<file path="config.mk">
export PLATFORM = sky130hd
export DESIGN_NAME = stopwatch_ascii_reporter
export DESIGN_NICKNAME = d
export VERILOG_FILES = /design/src/rtl/stopwatch_ascii_reporter.sv
export SDC_FILE = /design/constraint.sdc
export NUM_CORES = 1
export LEC_CHECK = 0
export ABC_AREA = 1
export BUFFER_PORTS_ARGS = -buffer_cell sky130_fd_sc_hd__buf_2
export CAP_MARGIN = 20
export CORE_MARGIN = 4
export CORE_UTILIZATION = 40
export CTS_BUF_LIST = sky130_fd_sc_hd__clkbuf_4
export DETAILED_ROUTE_END_ITERATION = 12
export GPL_TIMING_DRIVEN = 1
export PLACE_DENSITY = 0.57
export SLEW_MARGIN = 20
export SYNTH_ARGS = -nofsm -noshare
export SYNTH_HDL_FRONTEND = slang
export SYNTH_SLANG_ARGS = --single-unit
</file>
<file path="constraint.sdc">
create_clock -name i_clk -period 1.8 [get_ports i_clk]
set_clock_uncertainty 0.05 [all_clocks]
set_input_delay 0 -clock i_clk [delete_from_list [all_inputs] [get_ports i_clk]]
set_output_delay 0 -clock i_clk [all_outputs]
set_load 0.02 [all_outputs]
</file>
<file path="src/rtl/stopwatch_ascii_reporter.sv">
// Formats a snapshot of the four stopwatch BCD digits as "d3d2.d1d0" plus a
// line terminator and streams it byte-by-byte into the UART TX FIFO.
module stopwatch_ascii_reporter #(
  parameter bit EOL_CRLF = 1'b1,
  parameter bit BLANK_LZ = 1'b0
) (
  input  logic       i_clk,
  input  logic       i_reset_n,
  input  logic       i_start,
  input  logic [3:0] i_d3,
  input  logic [3:0] i_d2,
  input  logic [3:0] i_d1,
  input  logic [3:0] i_d0,
  input  logic       i_tx_full,
  output logic [7:0] o_wr_data,
  output logic       o_wr_uart,
  output logic       o_busy,
  output logic       o_done,
  output logic       o_overrun
);

  typedef enum logic [1:0] {
    IDLE = 2'd0,
    SEND = 2'd1,
    DONE = 2'd2
  } state_t;

  localparam logic [2:0] LAST_IDX = EOL_CRLF ? 3'd6 : 3'd5;

  state_t     state;
  logic [2:0] index;
  logic [3:0] snap_d3;
  logic [3:0] snap_d2;
  logic [3:0] snap_d1;
  logic [3:0] snap_d0;
  logic [7:0] data;
  logic       busy;
  logic       done;

  // Values 10-15 map to 'A'-'F' so corrupted BCD remains visible on the line.
  function automatic logic [7:0] encode_digit(input logic [3:0] d);
    logic [7:0] c;
    if (d < 4'd10) c = 8'h30 + {4'h0, d};
    else           c = 8'h37 + {4'h0, d};
    return c;
  endfunction

  function automatic logic [7:0] char_at(
    input logic [2:0] idx,
    input logic [3:0] d3,
    input logic [3:0] d2,
    input logic [3:0] d1,
    input logic [3:0] d0
  );
    logic [7:0] c;
    case (idx)
      3'd0:    c = (BLANK_LZ && (d3 == 4'd0)) ? 8'h20 : encode_digit(d3);
      3'd1:    c = encode_digit(d2);
      3'd2:    c = 8'h2E;
      3'd3:    c = encode_digit(d1);
      3'd4:    c = encode_digit(d0);
      3'd5:    c = EOL_CRLF ? 8'h0D : 8'h0A;
      default: c = 8'h0A;
    endcase
    return c;
  endfunction

  // The data register always holds char[index], so a write can be issued in
  // the same cycle the FIFO reports space without any extra pipeline stage.
  always_ff @(posedge i_clk or negedge i_reset_n) begin
    if (!i_reset_n) begin
      state   <= IDLE;
      index   <= 3'd0;
      snap_d3 <= 4'd0;
      snap_d2 <= 4'd0;
      snap_d1 <= 4'd0;
      snap_d0 <= 4'd0;
      data    <= 8'h00;
      busy    <= 1'b0;
      done    <= 1'b0;
    end else begin
      case (state)
        IDLE: begin
          done <= 1'b0;
          if (i_start) begin
            snap_d3 <= i_d3;
            snap_d2 <= i_d2;
            snap_d1 <= i_d1;
            snap_d0 <= i_d0;
            index   <= 3'd0;
            data    <= char_at(3'd0, i_d3, i_d2, i_d1, i_d0);
            busy    <= 1'b1;
            state   <= SEND;
          end
        end
        SEND: begin
          if (!i_tx_full) begin
            if (index == LAST_IDX) begin
              busy  <= 1'b0;
              done  <= 1'b1;
              state <= DONE;
            end else begin
              index <= index + 3'd1;
              data  <= char_at(index + 3'd1, snap_d3, snap_d2, snap_d1, snap_d0);
            end
          end
        end
        DONE: begin
          done  <= 1'b0;
          state <= IDLE;
        end
        default: begin
          busy  <= 1'b0;
          done  <= 1'b0;
          state <= IDLE;
        end
      endcase
    end
  end

  // Full is gated combinationally so no write is ever issued into a full FIFO.
  assign o_wr_uart = busy & ~i_tx_full;
  assign o_wr_data = data;
  assign o_busy    = busy;
  assign o_done    = done;
  assign o_overrun = i_start & (state != IDLE);

endmodule

</file>
==> impl_metrics.xml, run 1 <==
<?xml version="1.0" encoding="UTF-8"?>
<metrics>
  <group name="setup_path">
    <metric name="cp-start-kind" unit="">flop</metric>
    <metric name="cp.arrival" unit="ns">1.88</metric>
    <metric name="worst_setup_path_end_kind" unit="">flop</metric>
    <metric name="worst_path_largest_cell_delay" unit="ns">0.40</metric>
    <metric name="worst_path_max_delay_cell" unit="">dfrtp_1</metric>
    <metric name="cp_top_delay_family" unit="">simple AND/OR/NAND/NOR gates</metric>
    <metric name="worstRegToRegCells" unit="">10</metric>
    <metric name="criticalPathCategory" unit="">flop to flop</metric>
    <metric name="critical_path_fanout_max" unit="">4</metric>
    <metric name="worst-path-stages" unit="">10</metric>
    <metric name="worstPathBufferInverterCount" unit="">3</metric>
    <metric name="timing.critical_path.cells" unit="">buf_4, inv_1, ha_1, inv_1, nor2_1, nor3_1, nor2_1, nand3_1, nand2_1, nand2_1</metric>
    <metric name="cp_data_required_time" unit="ns">1.99</metric>
  </group>
  <group name="die">
    <metric name="placement_rows" unit="">25</metric>
    <metric name="dieHeight" unit="um">78.9</metric>
    <metric name="boundaryPins" unit="">32</metric>
    <metric name="core" unit="um^2">4790</metric>
    <metric name="die_w" unit="um">78.9</metric>
    <metric name="die_area" unit="um^2">6220</metric>
    <metric name="initial_utilization" unit="%">42.0</metric>
  </group>
  <group name="synth">
    <metric name="synth-adder-area-share" unit="%">6.85</metric>
    <metric name="synth-seq-area-share" unit="%">37.4</metric>
    <metric name="synthDistinctLibCells" unit="">30</metric>
    <metric name="synth_compound_gate_area_share" unit="%">13.7</metric>
    <metric name="synth_area_leaders" unit="">dfrtp_1 (37%), nand2_1 (17%), inv_1 (7.8%)</metric>
    <metric name="synth_area_per_cell" unit="um^2">6.95</metric>
    <metric name="synth_simple_gate_area_share" unit="%">31.6</metric>
    <metric name="main_combinational_cell_family_by_area_after_synthesis" unit="">simple AND/OR/NAND/NOR gates</metric>
    <metric name="synthMuxAreaShare" unit="%">0</metric>
    <metric name="synthXorXnorAreaFrac" unit="%">0</metric>
    <metric name="synth.cell_area" unit="um^2">2010</metric>
    <metric name="synthesis.instances" unit="">289</metric>
    <metric name="synth.net_count" unit="">320</metric>
    <metric name="synth_largest_area_cell" unit="">dfrtp_1</metric>
    <metric name="synth_warnings" unit="">0</metric>
    <metric name="post-synth-top-area-fraction" unit="%">37.4</metric>
    <metric name="ys_ff_latch" unit="">30</metric>
  </group>
  <group name="min_path">
    <metric name="min_path_type" unit="">primary input to flop</metric>
    <metric name="min_path_cells" unit="">5</metric>
  </group>
  <group name="pwr">
    <metric name="internal-power" unit="mW">2.09</metric>
    <metric name="leakagePower" unit="nW">1.29</metric>
    <metric name="seqPwrFrac" unit="%">29.5</metric>
    <metric name="power.ir.vdd_worst" unit="V">0.000596</metric>
    <metric name="netSwitchingFraction" unit="%">49.9</metric>
    <metric name="p_per_area" unit="nW/um^2">1650</metric>
    <metric name="power.net_switching" unit="mW">2.08</metric>
    <metric name="clock_power_share" unit="%">9.8</metric>
    <metric name="comb_power_share" unit="%">60.7</metric>
  </group>
  <group name="timing">
    <metric name="clock.fmax" unit="GHz">0.590</metric>
    <metric name="period_utilization_post_route" unit="%">94.1</metric>
    <metric name="finalHoldViolCount" unit="">0</metric>
    <metric name="drv_slew" unit="">0</metric>
    <metric name="fin_setup_tns" unit="ns">0</metric>
    <metric name="hold-worst-slack" unit="ns">0.0342</metric>
    <metric name="setup_viol" unit="">0</metric>
    <metric name="setup_ws" unit="ns">0.107</metric>
    <metric name="period_minus_slack" unit="ns">1.69</metric>
    <metric name="maxSlewHeadroom" unit="%">53.5</metric>
    <metric name="max_slew.worst_pin.slew" unit="ns">0.697</metric>
  </group>
  <group name="clocking">
    <metric name="clock_path_buffers" unit="">2</metric>
    <metric name="insertion_delay" unit="ns">0.33</metric>
    <metric name="cts_tree" unit="">built</metric>
    <metric name="cts_root_buf" unit="">clkbuf_4</metric>
    <metric name="cts_htree_levels" unit="">2</metric>
    <metric name="clk_transition_reported_paths" unit="ns">0.10</metric>
    <metric name="cts_buffers" unit="">5</metric>
    <metric name="clock-sinks" unit="">30</metric>
  </group>
  <group name="placed_design">
    <metric name="globalplace.congestion" unit="">0.827</metric>
    <metric name="half_perimeter_wire_length_after_detailed_placement" unit="mm">3.54</metric>
    <metric name="portBuffers" unit="">30</metric>
    <metric name="placedInstanceArea" unit="um^2">2240</metric>
    <metric name="worst_setup_timing_slack_at_the_placement_stage" unit="ns">-0.0806</metric>
  </group>
  <group name="drt">
    <metric name="route.detailed.vias_per_inst" unit="">4.62</metric>
    <metric name="route.detailed.wl_per_inst" unit="um">11.6</metric>
    <metric name="drc" unit="">0</metric>
    <metric name="drt_first_pass_iters" unit="">4</metric>
    <metric name="antenna_violating_nets_post_route" unit="">0</metric>
    <metric name="drt_iter0_markers" unit="">105</metric>
    <metric name="dr_total_vias" unit="">1899</metric>
    <metric name="route.final.wire_length" unit="mm">4.77</metric>
  </group>
  <group name="finish">
    <metric name="final_layout_size_suffix_gt1_share" unit="%">20.1</metric>
    <metric name="final-seq-area" unit="um^2">751</metric>
    <metric name="most-common-layout-cells" unit="">nand2_1 (87), inv_1 (40), dfrtp_1 (30), buf_2 (30), o21ai_0 (28)</metric>
    <metric name="mostFrequentLayoutCell" unit="">nand2_1</metric>
    <metric name="insertedDiodeCount" unit="">0</metric>
    <metric name="multi_input_comb_area" unit="um^2">1110</metric>
    <metric name="finalCoreUtilization" unit="%">52.9</metric>
    <metric name="post-route-cell-area" unit="um^2">2530</metric>
    <metric name="n_fill_cell" unit="">512</metric>
    <metric name="nets" unit="">374</metric>
    <metric name="area_delta_synth_final" unit="%">26.0</metric>
  </group>
  <group name="grt">
    <metric name="global_route.usage.total" unit="%">16.8</metric>
    <metric name="grt.overflow.total" unit="">0</metric>
    <metric name="antenna_found_initial" unit="">0</metric>
    <metric name="first_global_vias" unit="">1801</metric>
    <metric name="grt_first_pass_wirelength" unit="mm">8.19</metric>
    <metric name="pin_count_of_the_biggest_net_entering_global_routing" unit="">34</metric>
  </group>
  <group name="run_status">
    <metric name="outcome" unit="">finished clean</metric>
  </group>
  <group name="job">
    <metric name="drv.max_cap_violation_count" unit="">0</metric>
  </group>
</metrics>
## per-stage QoR
step,std cells,total power [mW]
finish,411,4.17
global route,411,4.63
CTS,411,4.12
detailed placement,385,3.61
global placement,385,3.60
floorplan,289,3.00
## power groups by stage
stage | sequential [mW] | combinational (mW) | clock, mW
2_1_floorplan | 1.33 | 1.68 | 0
3_3_place_gp | 1.24 | 2.36 | 0
3_5_place_dp | 1.23 | 2.38 | 0
4_1_cts | 1.22 | 2.47 | 0.424
5_1_grt | 1.28 | 2.89 | 0.463
6_report | 1.23 | 2.53 | 0.408
## state kept, by name (all words and copies together), names as in the netlist
| signal | cells |
|---|---|
| snap_d0 | 4 |
| o_wr_data | 7 |
| index | 3 |
| snap_d1 | 4 |
| o_busy | 1 |
| o_done | 1 |
| snap_d2 | 4 |
| state | 2 |
| snap_d3 | 4 |
## worst reg2reg max path, stage by stage, from the launching register on
cell	delay [ns]
dfrtp_1	0.40
buf_4	0.15
inv_1	0.11
ha_1	0.22
inv_1	0.05
nor2_1	0.23
nor3_1	0.09
nor2_1	0.09
nand3_1	0.09
nand2_1	0.07
nand2_1	0.05
## Yosys cell counts
cell / number
nand3_1: 19
a21oi_1: 11
o22ai_1: 1
o21ai_0: 28
nor2_8: 1
inv_4: 2
buf_2: 2
a21oi_2: 2
nor3_1: 1
a31oi_1: 2
inv_2: 1
o21bai_1: 1
ha_1: 11
o21ai_2: 2
or2_0: 1
nor2_1: 26
inv_1: 42
nor2_2: 3
dfrtp_1: 30
nand4_1: 1
buf_6: 1
conb_1: 1
o2111ai_1: 1
nand2_1: 89
buf_4: 1
clkbuf_1: 1
nand2_4: 1
nor2_4: 2
nand2_2: 3
o21ai_1: 2
## final timing paths
path,start,endpoint,slack [ns]
worst max-delay path,index[0],o_wr_data[1],0.11
worst min-delay path,i_start,state[0],0.03
worst max register to register,index[0],o_wr_data[1],0.11
worst min register to register,o_wr_data[4],o_wr_data[4],0.45
max in group asynchronous,i_reset_n,snap_d3[1],1.06
min in group asynchronous,i_reset_n,o_busy,0.19
## per-layer routing
layer	GRT usage (%)	wire, um	vias up
met1	22.6	2400	849
met5	0	0	-
met4	4.64	55	0
li1	-	-	1015
met2	27.3	2170	29
met3	3.74	148	6
## logic make-up (layout without fill, tap and decap cells)
kind of cell,count (synthesis),in the layout
and+or+nand+nor,147,147
buffers and inverters,50,105
AOI/OAI and AO/OA,50,50
DFF,30,30
adders and majority gates,11,11
other,1,1
## cell type report
class,count,area share [%]
clock buffer,6,1.78
clock inverter,2,0.346
inverter,45,6.97
sequential,30,29.6
timing repair buffer,52,14.2
tap,67,3.31
multi-input combinational,209,43.7
## repair_timing
action,4_1_cts,5_1_grt
setup endpoints to repair,4,6
setup buffers,0,0
gates resized for setup,4,11
hold buffers,18,0
pin swaps,0,1
hold endpoints to repair,52,0
No activity file was read; power rests on OpenSTA's default activity.
==> run 2, diff against run 1 <==
Settings changed: BUFFER_PORTS_ARGS -buffer_cell sky130_fd_sc_hd__buf_2 to -buffer_cell sky130_fd_sc_hd__clkbuf_2.
==> run 2 against run 1 <==
Against the previous run: critical path depth stayed put; highest routed layer unchanged; setup slack better by 0.0031 ns; count of clock-buffer cells in the layout did not move; combinational power barely moved; sequential share of layout area is 0.13 points higher; final cell count up 0.24%; die area unchanged; routed wire length is 0.96% higher; global-route usage up 0.44 points; worst hold slack better by 0.019 ns.
==> impl_metrics.xml, run 2 (synthesis results as in run 1) <==
<?xml version="1.0" encoding="UTF-8"?>
<metrics>
  <group name="pwr">
    <metric name="power.net_switching" unit="mW">2.06</metric>
    <metric name="clock_power_share" unit="%">9.6</metric>
    <metric name="seqPwrFrac" unit="%">29.7</metric>
    <metric name="netSwitchingFraction" unit="%">49.7</metric>
    <metric name="power.ir.vdd_worst" unit="V">0.000876</metric>
    <metric name="internal-power" unit="mW">2.09</metric>
    <metric name="design_power_total" unit="mW">4.15</metric>
    <metric name="comb_power_share" unit="%">60.7</metric>
    <metric name="p_per_area" unit="nW/um^2">1650</metric>
    <metric name="leakagePower" unit="nW">1.30</metric>
  </group>
  <group name="die">
    <metric name="die_w" unit="um">78.9</metric>
    <metric name="initial_utilization" unit="%">42.0</metric>
    <metric name="boundaryPins" unit="">32</metric>
    <metric name="placement_rows" unit="">25</metric>
    <metric name="core" unit="um^2">4790</metric>
    <metric name="dieHeight" unit="um">78.9</metric>
    <metric name="die_area" unit="um^2">6220</metric>
  </group>
  <group name="setup_path">
    <metric name="worstPathBufferInverterCount" unit="">0</metric>
    <metric name="worst_path_max_delay_cell" unit="">dfrtp_1</metric>
    <metric name="worstRegToRegCells" unit="">10</metric>
    <metric name="worst_path_largest_cell_delay" unit="ns">0.40</metric>
    <metric name="cp.arrival" unit="ns">1.89</metric>
    <metric name="cp-start-kind" unit="">flop</metric>
    <metric name="critical_path_fanout_max" unit="">5</metric>
    <metric name="r2r_start" unit="">index[0]</metric>
    <metric name="cp_top_delay_family" unit="">simple AND/OR/NAND/NOR gates</metric>
    <metric name="worst_r2r_endpoint" unit="">o_wr_data[3]</metric>
    <metric name="timing.reg2reg.setup_slack" unit="ns">0.11</metric>
    <metric name="timing.critical_path.cells" unit="">ha_2, ha_4, nand2_2, nor2_4, nand2_1, nand2_1, nor2_1, nand2_1, nand2_1, a21oi_1</metric>
    <metric name="timing.critical_path.mode_cell" unit="">nand2_1</metric>
    <metric name="worst_setup_path_end_kind" unit="">flop</metric>
    <metric name="criticalPathCategory" unit="">flop to flop</metric>
    <metric name="cp_data_required_time" unit="ns">2.00</metric>
  </group>
  <group name="timing">
    <metric name="finalHoldViolCount" unit="">0</metric>
    <metric name="drv_slew" unit="">0</metric>
    <metric name="setup_ws" unit="ns">0.110</metric>
    <metric name="max_slew.worst_pin.slew" unit="ns">0.794</metric>
    <metric name="period_utilization_post_route" unit="%">93.9</metric>
    <metric name="maxSlewHeadroom" unit="%">47.1</metric>
    <metric name="clock.fmax" unit="GHz">0.592</metric>
    <metric name="period_minus_slack" unit="ns">1.69</metric>
    <metric name="setup_viol" unit="">0</metric>
  </group>
  <group name="placed_design">
    <metric name="portBuffers" unit="">30</metric>
    <metric name="worst_setup_timing_slack_at_the_placement_stage" unit="ns">-0.0569</metric>
    <metric name="half_perimeter_wire_length_after_detailed_placement" unit="mm">3.58</metric>
    <metric name="globalplace.congestion" unit="">0.832</metric>
  </group>
  <group name="clocking">
    <metric name="clock-sinks" unit="">30</metric>
    <metric name="cts_buffers" unit="">5</metric>
    <metric name="cts_tree" unit="">built</metric>
    <metric name="insertion_delay" unit="ns">0.33</metric>
    <metric name="clock_path_buffers" unit="">2</metric>
    <metric name="cts_root_buf" unit="">clkbuf_4</metric>
    <metric name="cts_htree_levels" unit="">2</metric>
    <metric name="clk_transition_reported_paths" unit="ns">0.10</metric>
  </group>
  <group name="finish">
    <metric name="insertedDiodeCount" unit="">0</metric>
    <metric name="n_fill_cell" unit="">512</metric>
    <metric name="nets" unit="">375</metric>
    <metric name="final_layout_size_suffix_gt1_share" unit="%">19.4</metric>
    <metric name="final-seq-area" unit="um^2">751</metric>
    <metric name="multi_input_comb_area" unit="um^2">1090</metric>
    <metric name="mostFrequentLayoutCell" unit="">nand2_1</metric>
    <metric name="most-common-layout-cells" unit="">nand2_1 (87), inv_1 (40), dfrtp_1 (30), clkbuf_2 (30), o21ai_0 (28)</metric>
    <metric name="area_delta_synth_final" unit="%">25.5</metric>
    <metric name="number_of_flip_flops_in_the_largest_register" unit="">7</metric>
  </group>
  <group name="min_path">
    <metric name="min_path_cells" unit="">5</metric>
    <metric name="hp-start" unit="">i_start</metric>
    <metric name="min_path_type" unit="">primary input to flop</metric>
    <metric name="whs_endpoint" unit="">state[0]</metric>
  </group>
  <group name="grt">
    <metric name="grt.overflow.total" unit="">0</metric>
    <metric name="first_global_vias" unit="">1948</metric>
    <metric name="antenna_found_initial" unit="">0</metric>
    <metric name="global_route.usage.total" unit="%">17.3</metric>
    <metric name="pin_count_of_the_biggest_net_entering_global_routing" unit="">34</metric>
    <metric name="grt_first_pass_wirelength" unit="mm">8.56</metric>
  </group>
  <group name="job">
    <metric name="drv.max_cap_violation_count" unit="">0</metric>
  </group>
  <group name="drt">
    <metric name="drt_first_pass_iters" unit="">4</metric>
    <metric name="route.detailed.vias_per_inst" unit="">4.67</metric>
    <metric name="route.detailed.wl_per_inst" unit="um">11.7</metric>
    <metric name="route.final.wire_length" unit="mm">4.82</metric>
    <metric name="antenna_violating_nets_post_route" unit="">0</metric>
    <metric name="drt_iter0_markers" unit="">89</metric>
    <metric name="dr_total_vias" unit="">1924</metric>
    <metric name="drc" unit="">0</metric>
  </group>
  <group name="run_status">
    <metric name="outcome" unit="">finished clean</metric>
  </group>
</metrics>
==> run 2: layout make-up <==
cell class	instances	area share, %
well taps	67	3.33
inverters	45	7.00
clock inverters	2	0.347
flip-flops and latches	30	29.8
clock buffers	6	1.79
multi-input cells	209	43.2
repair buffers	53	14.6
==> run 2: metrics by stage <==
| step | hold slack, ns | cell area, um^2 | TNS (ns) | utilization (%) | std cells |
|---|---|---|---|---|---|
| after global placement | 0.0706 | 2240 | -0.0838 | 46.8 | 385 |
| after floorplan | -0.346 | 2010 | 0 | - | 289 |
| after CTS | 0.0437 | 2500 | 0 | 52.2 | 411 |
| after detailed placement | 0.0803 | 2240 | -0.144 | 46.8 | 385 |
| final | 0.0532 | 2520 | 0 | 52.7 | 412 |
| after global routing | 0.0734 | 2520 | -0.00676 | 52.7 | 412 |
==> run 2: power by group through the flow <==
stage | combinational [mW] | sequential, mW | clock (mW)
2_1_floorplan | 1.68 | 1.33 | 0
6_report | 2.52 | 1.23 | 0.400
3_3_place_gp | 2.36 | 1.24 | 0
3_5_place_dp | 2.39 | 1.24 | 0
4_1_cts | 2.47 | 1.23 | 0.421
5_1_grt | 2.92 | 1.28 | 0.459
==> run 2: worst reg2reg max path, delay by kind of cell (launching register included) <==
| kind | cells | cell delay [ns] |
|---|---|---|
| simple gates | 7 | 0.53 |
| fa+ha+maj | 2 | 0.52 |
| flops | 1 | 0.40 |
| compound gates | 1 | 0.13 |
==> run 2: worst max-delay path by stage <==
| stage | start | endpoint | slack (ns) | cells past startpoint |
|---|---|---|---|---|
| after detailed placement | index[0] | o_wr_data[3] | -0.06 | 10 |
| after CTS | index[0] | o_wr_data[3] | 0.01 | 10 |
| after global placement | index[0] | o_wr_data[1] | -0.04 | 10 |
| after floorplan | index[0] | o_wr_data[3] | 0.14 | 10 |
| after global routing | index[0] | o_wr_data[3] | -0.007 | 10 |
| final | index[0] | o_wr_data[3] | 0.11 | 10 |
==> run 2: timing repair <==
action | 4_1_cts | 5_1_grt
hold buffers | 18 | 0
setup endpoints to repair | 4 | 5
setup buffers | 0 | 1
gates resized for setup | 5 | 6
pin swaps | 0 | 1
hold endpoints to repair | 50 | 0
==> run 2: per-layer routing <==
metal | track usage [%] | vias up | share of wire (%)
met5 | 0 | - | 0
li1 | - | 1019 | -
met1 | 23.4 | 865 | 48
met2 | 28.3 | 36 | 47
met4 | 4.64 | 0 | 0.81
met3 | 3.29 | 4 | 4.1
==> run 3, diff against run 2 <==
Settings changed: CORE_UTILIZATION 40 to 35, PLACE_DENSITY 0.57 to 0.51.
==> run 3 against run 2 <==
Against the previous run: die area grew 13%; count of clock-buffer cells in the layout shrank 1; combinational power is essentially flat; flip-flop and latch count is the same; non-clock buffer count grew 1; sequential power is essentially flat; first-iteration DRC count grew 26%; via count shrank 0.26%.
==> impl_metrics.xml, run 3 (synthesis results as in run 1) <==
<?xml version="1.0" encoding="UTF-8"?>
<metrics>
  <group name="run_status">
    <metric name="outcome" unit="">finished clean</metric>
  </group>
  <group name="setup_path">
    <metric name="worst_r2r_endpoint" unit="">o_wr_data[1]</metric>
    <metric name="critical_path_fanout_max" unit="">5</metric>
    <metric name="worstRegToRegCells" unit="">10</metric>
    <metric name="timing.critical_path.mode_cell" unit="">nand2_1</metric>
    <metric name="r2r_start" unit="">index[0]</metric>
    <metric name="timing.reg2reg.setup_slack" unit="ns">0.11</metric>
    <metric name="worst_path_largest_cell_delay" unit="ns">0.41</metric>
    <metric name="worst_path_max_delay_cell" unit="">dfrtp_1</metric>
    <metric name="cp_data_required_time" unit="ns">1.99</metric>
    <metric name="cp-start-kind" unit="">flop</metric>
    <metric name="worst_setup_path_end_kind" unit="">flop</metric>
    <metric name="timing.critical_path.cells" unit="">ha_2, ha_4, nand2_2, inv_4, nand3_1, nand2_1, nor2_1, nand3_1, nand2_1, nand2_1</metric>
    <metric name="criticalPathCategory" unit="">flop to flop</metric>
    <metric name="cp.arrival" unit="ns">1.88</metric>
  </group>
  <group name="clocking">
    <metric name="clock-sinks" unit="">30</metric>
    <metric name="cts_tree" unit="">built</metric>
    <metric name="clock_path_buffers" unit="">2</metric>
    <metric name="cts_htree_levels" unit="">2</metric>
    <metric name="cts_buffers" unit="">5</metric>
    <metric name="cts_root_buf" unit="">clkbuf_4</metric>
    <metric name="clk_transition_reported_paths" unit="ns">0.10</metric>
    <metric name="insertion_delay" unit="ns">0.33</metric>
  </group>
  <group name="finish">
    <metric name="n_fill_cell" unit="">589</metric>
    <metric name="multi_input_comb_area" unit="um^2">1110</metric>
    <metric name="finalCoreUtilization" unit="%">46.0</metric>
    <metric name="insertedDiodeCount" unit="">0</metric>
    <metric name="nets" unit="">376</metric>
    <metric name="mostFrequentLayoutCell" unit="">nand2_1</metric>
    <metric name="final_layout_size_suffix_gt1_share" unit="%">20.2</metric>
    <metric name="area_delta_synth_final" unit="%">26.8</metric>
    <metric name="final-seq-area" unit="um^2">751</metric>
    <metric name="number_of_flip_flops_in_the_largest_register" unit="">7</metric>
    <metric name="most-common-layout-cells" unit="">nand2_1 (87), inv_1 (41), dfrtp_1 (30), clkbuf_2 (30), o21ai_0 (28)</metric>
  </group>
  <group name="drt">
    <metric name="drc" unit="">0</metric>
    <metric name="route.detailed.vias_per_inst" unit="">4.59</metric>
    <metric name="drt_first_pass_iters" unit="">4</metric>
    <metric name="drt_iter0_markers" unit="">112</metric>
    <metric name="dr_total_vias" unit="">1919</metric>
    <metric name="route.final.wire_length" unit="mm">4.88</metric>
    <metric name="antenna_violating_nets_post_route" unit="">0</metric>
    <metric name="route.detailed.wl_per_inst" unit="um">11.7</metric>
  </group>
  <group name="grt">
    <metric name="grt.overflow.total" unit="">0</metric>
    <metric name="global_route.usage.total" unit="%">15.0</metric>
    <metric name="antenna_found_initial" unit="">0</metric>
    <metric name="pin_count_of_the_biggest_net_entering_global_routing" unit="">34</metric>
    <metric name="grt_first_pass_wirelength" unit="mm">8.56</metric>
    <metric name="first_global_vias" unit="">1860</metric>
  </group>
  <group name="min_path">
    <metric name="min_path_cells" unit="">5</metric>
    <metric name="whs_endpoint" unit="">state[0]</metric>
    <metric name="hp-start" unit="">i_start</metric>
    <metric name="min_path_type" unit="">primary input to flop</metric>
  </group>
  <group name="pwr">
    <metric name="p_per_area" unit="nW/um^2">1630</metric>
    <metric name="design_power_total" unit="mW">4.16</metric>
    <metric name="leakagePower" unit="nW">1.30</metric>
    <metric name="power.ir.vdd_worst" unit="V">0.000593</metric>
  </group>
  <group name="die">
    <metric name="die_w" unit="um">83.8</metric>
    <metric name="die_area" unit="um^2">7020</metric>
    <metric name="boundaryPins" unit="">32</metric>
    <metric name="dieHeight" unit="um">83.8</metric>
    <metric name="initial_utilization" unit="%">36.3</metric>
    <metric name="placement_rows" unit="">27</metric>
    <metric name="core" unit="um^2">5540</metric>
  </group>
  <group name="timing">
    <metric name="setup_ws" unit="ns">0.113</metric>
    <metric name="maxSlewHeadroom" unit="%">47.1</metric>
    <metric name="setup_viol" unit="">0</metric>
    <metric name="clock.fmax" unit="GHz">0.593</metric>
    <metric name="drv_slew" unit="">0</metric>
    <metric name="period_minus_slack" unit="ns">1.69</metric>
    <metric name="rsz0062_at_grt" unit="">true</metric>
    <metric name="period_utilization_post_route" unit="%">93.7</metric>
    <metric name="fin_setup_tns" unit="ns">0</metric>
    <metric name="finalHoldViolCount" unit="">0</metric>
    <metric name="max_slew.worst_pin.slew" unit="ns">0.793</metric>
  </group>
  <group name="placed_design">
    <metric name="half_perimeter_wire_length_after_detailed_placement" unit="mm">3.76</metric>
    <metric name="worst_setup_timing_slack_at_the_placement_stage" unit="ns">-0.103</metric>
    <metric name="portBuffers" unit="">30</metric>
    <metric name="globalplace.congestion" unit="">0.874</metric>
  </group>
  <group name="job">
    <metric name="drv.max_cap_violation_count" unit="">0</metric>
  </group>
</metrics>
run 3: worst max path at each step:
stage / depth (start not counted) / from / endpoint
after global placement: 10 / index[0] / o_wr_data[1]
after CTS: 10 / index[0] / o_wr_data[3]
after detailed placement: 10 / index[0] / o_wr_data[1]
after floorplan: 10 / index[0] / o_wr_data[3]
after global routing: 10 / index[0] / o_wr_data[3]
final: 10 / index[0] / o_wr_data[1]
run 3: routing by layer:
metal	up-vias	GRT usage [%]	wire length (um)
li1	1025	-	-
met1	858	20.4	2370
met2	31	24.2	2250
met3	5	3.36	195
met4	0	3.95	63
met5	-	0	0
run 3: report_power, final:
group          leakage, nW  switching (mW)  internal (mW)
Sequential           0.366           0.241          0.993
Clock               0.0277           0.242          0.139
Combinational        0.903            1.59          0.955
Total                 1.30            2.07           2.09
run 3: layout make-up:
type | instances | share of cell area (%)
Sequential cell | 30 | 29.5
Timing Repair Buffer | 54 | 14.7
Clock buffer | 5 | 1.47
Inverter | 45 | 6.93
Tap cell | 72 | 3.54
Clock inverter | 3 | 0.442
Multi-Input combinational cell | 209 | 43.4
run 3: per-stage QoR:
| step | instances | hold WS, ns | area (um^2) |
|---|---|---|---|
| 2_1_floorplan | 289 | -0.346 | 2010 |
| 3_3_place_gp | 391 | 0.0852 | 2250 |
| 3_5_place_dp | 391 | 0.0887 | 2250 |
| 4_1_cts | 417 | 0.0331 | 2500 |
| 5_1_grt | 418 | 0.0665 | 2550 |
| 6_report | 418 | 0.0374 | 2550 |
run 3: worst max-delay path, delay by kind of cell (launching register included):
kind                       cells  cell delay [ns]
buffers and inverters          1             0.06
DFF                            1             0.41
adders and majority gates      2             0.46
and+or+nand+nor                7             0.60
run 3: what timing repair did:
item                       4_1_cts  5_1_grt
resized for setup                5       10
hold buffers                    18        0
setup endpoints to repair        5        7
buffers inserted                 0        1
cloned                           0        0
pin swaps                        0        2
hold endpoints to repair        52        0
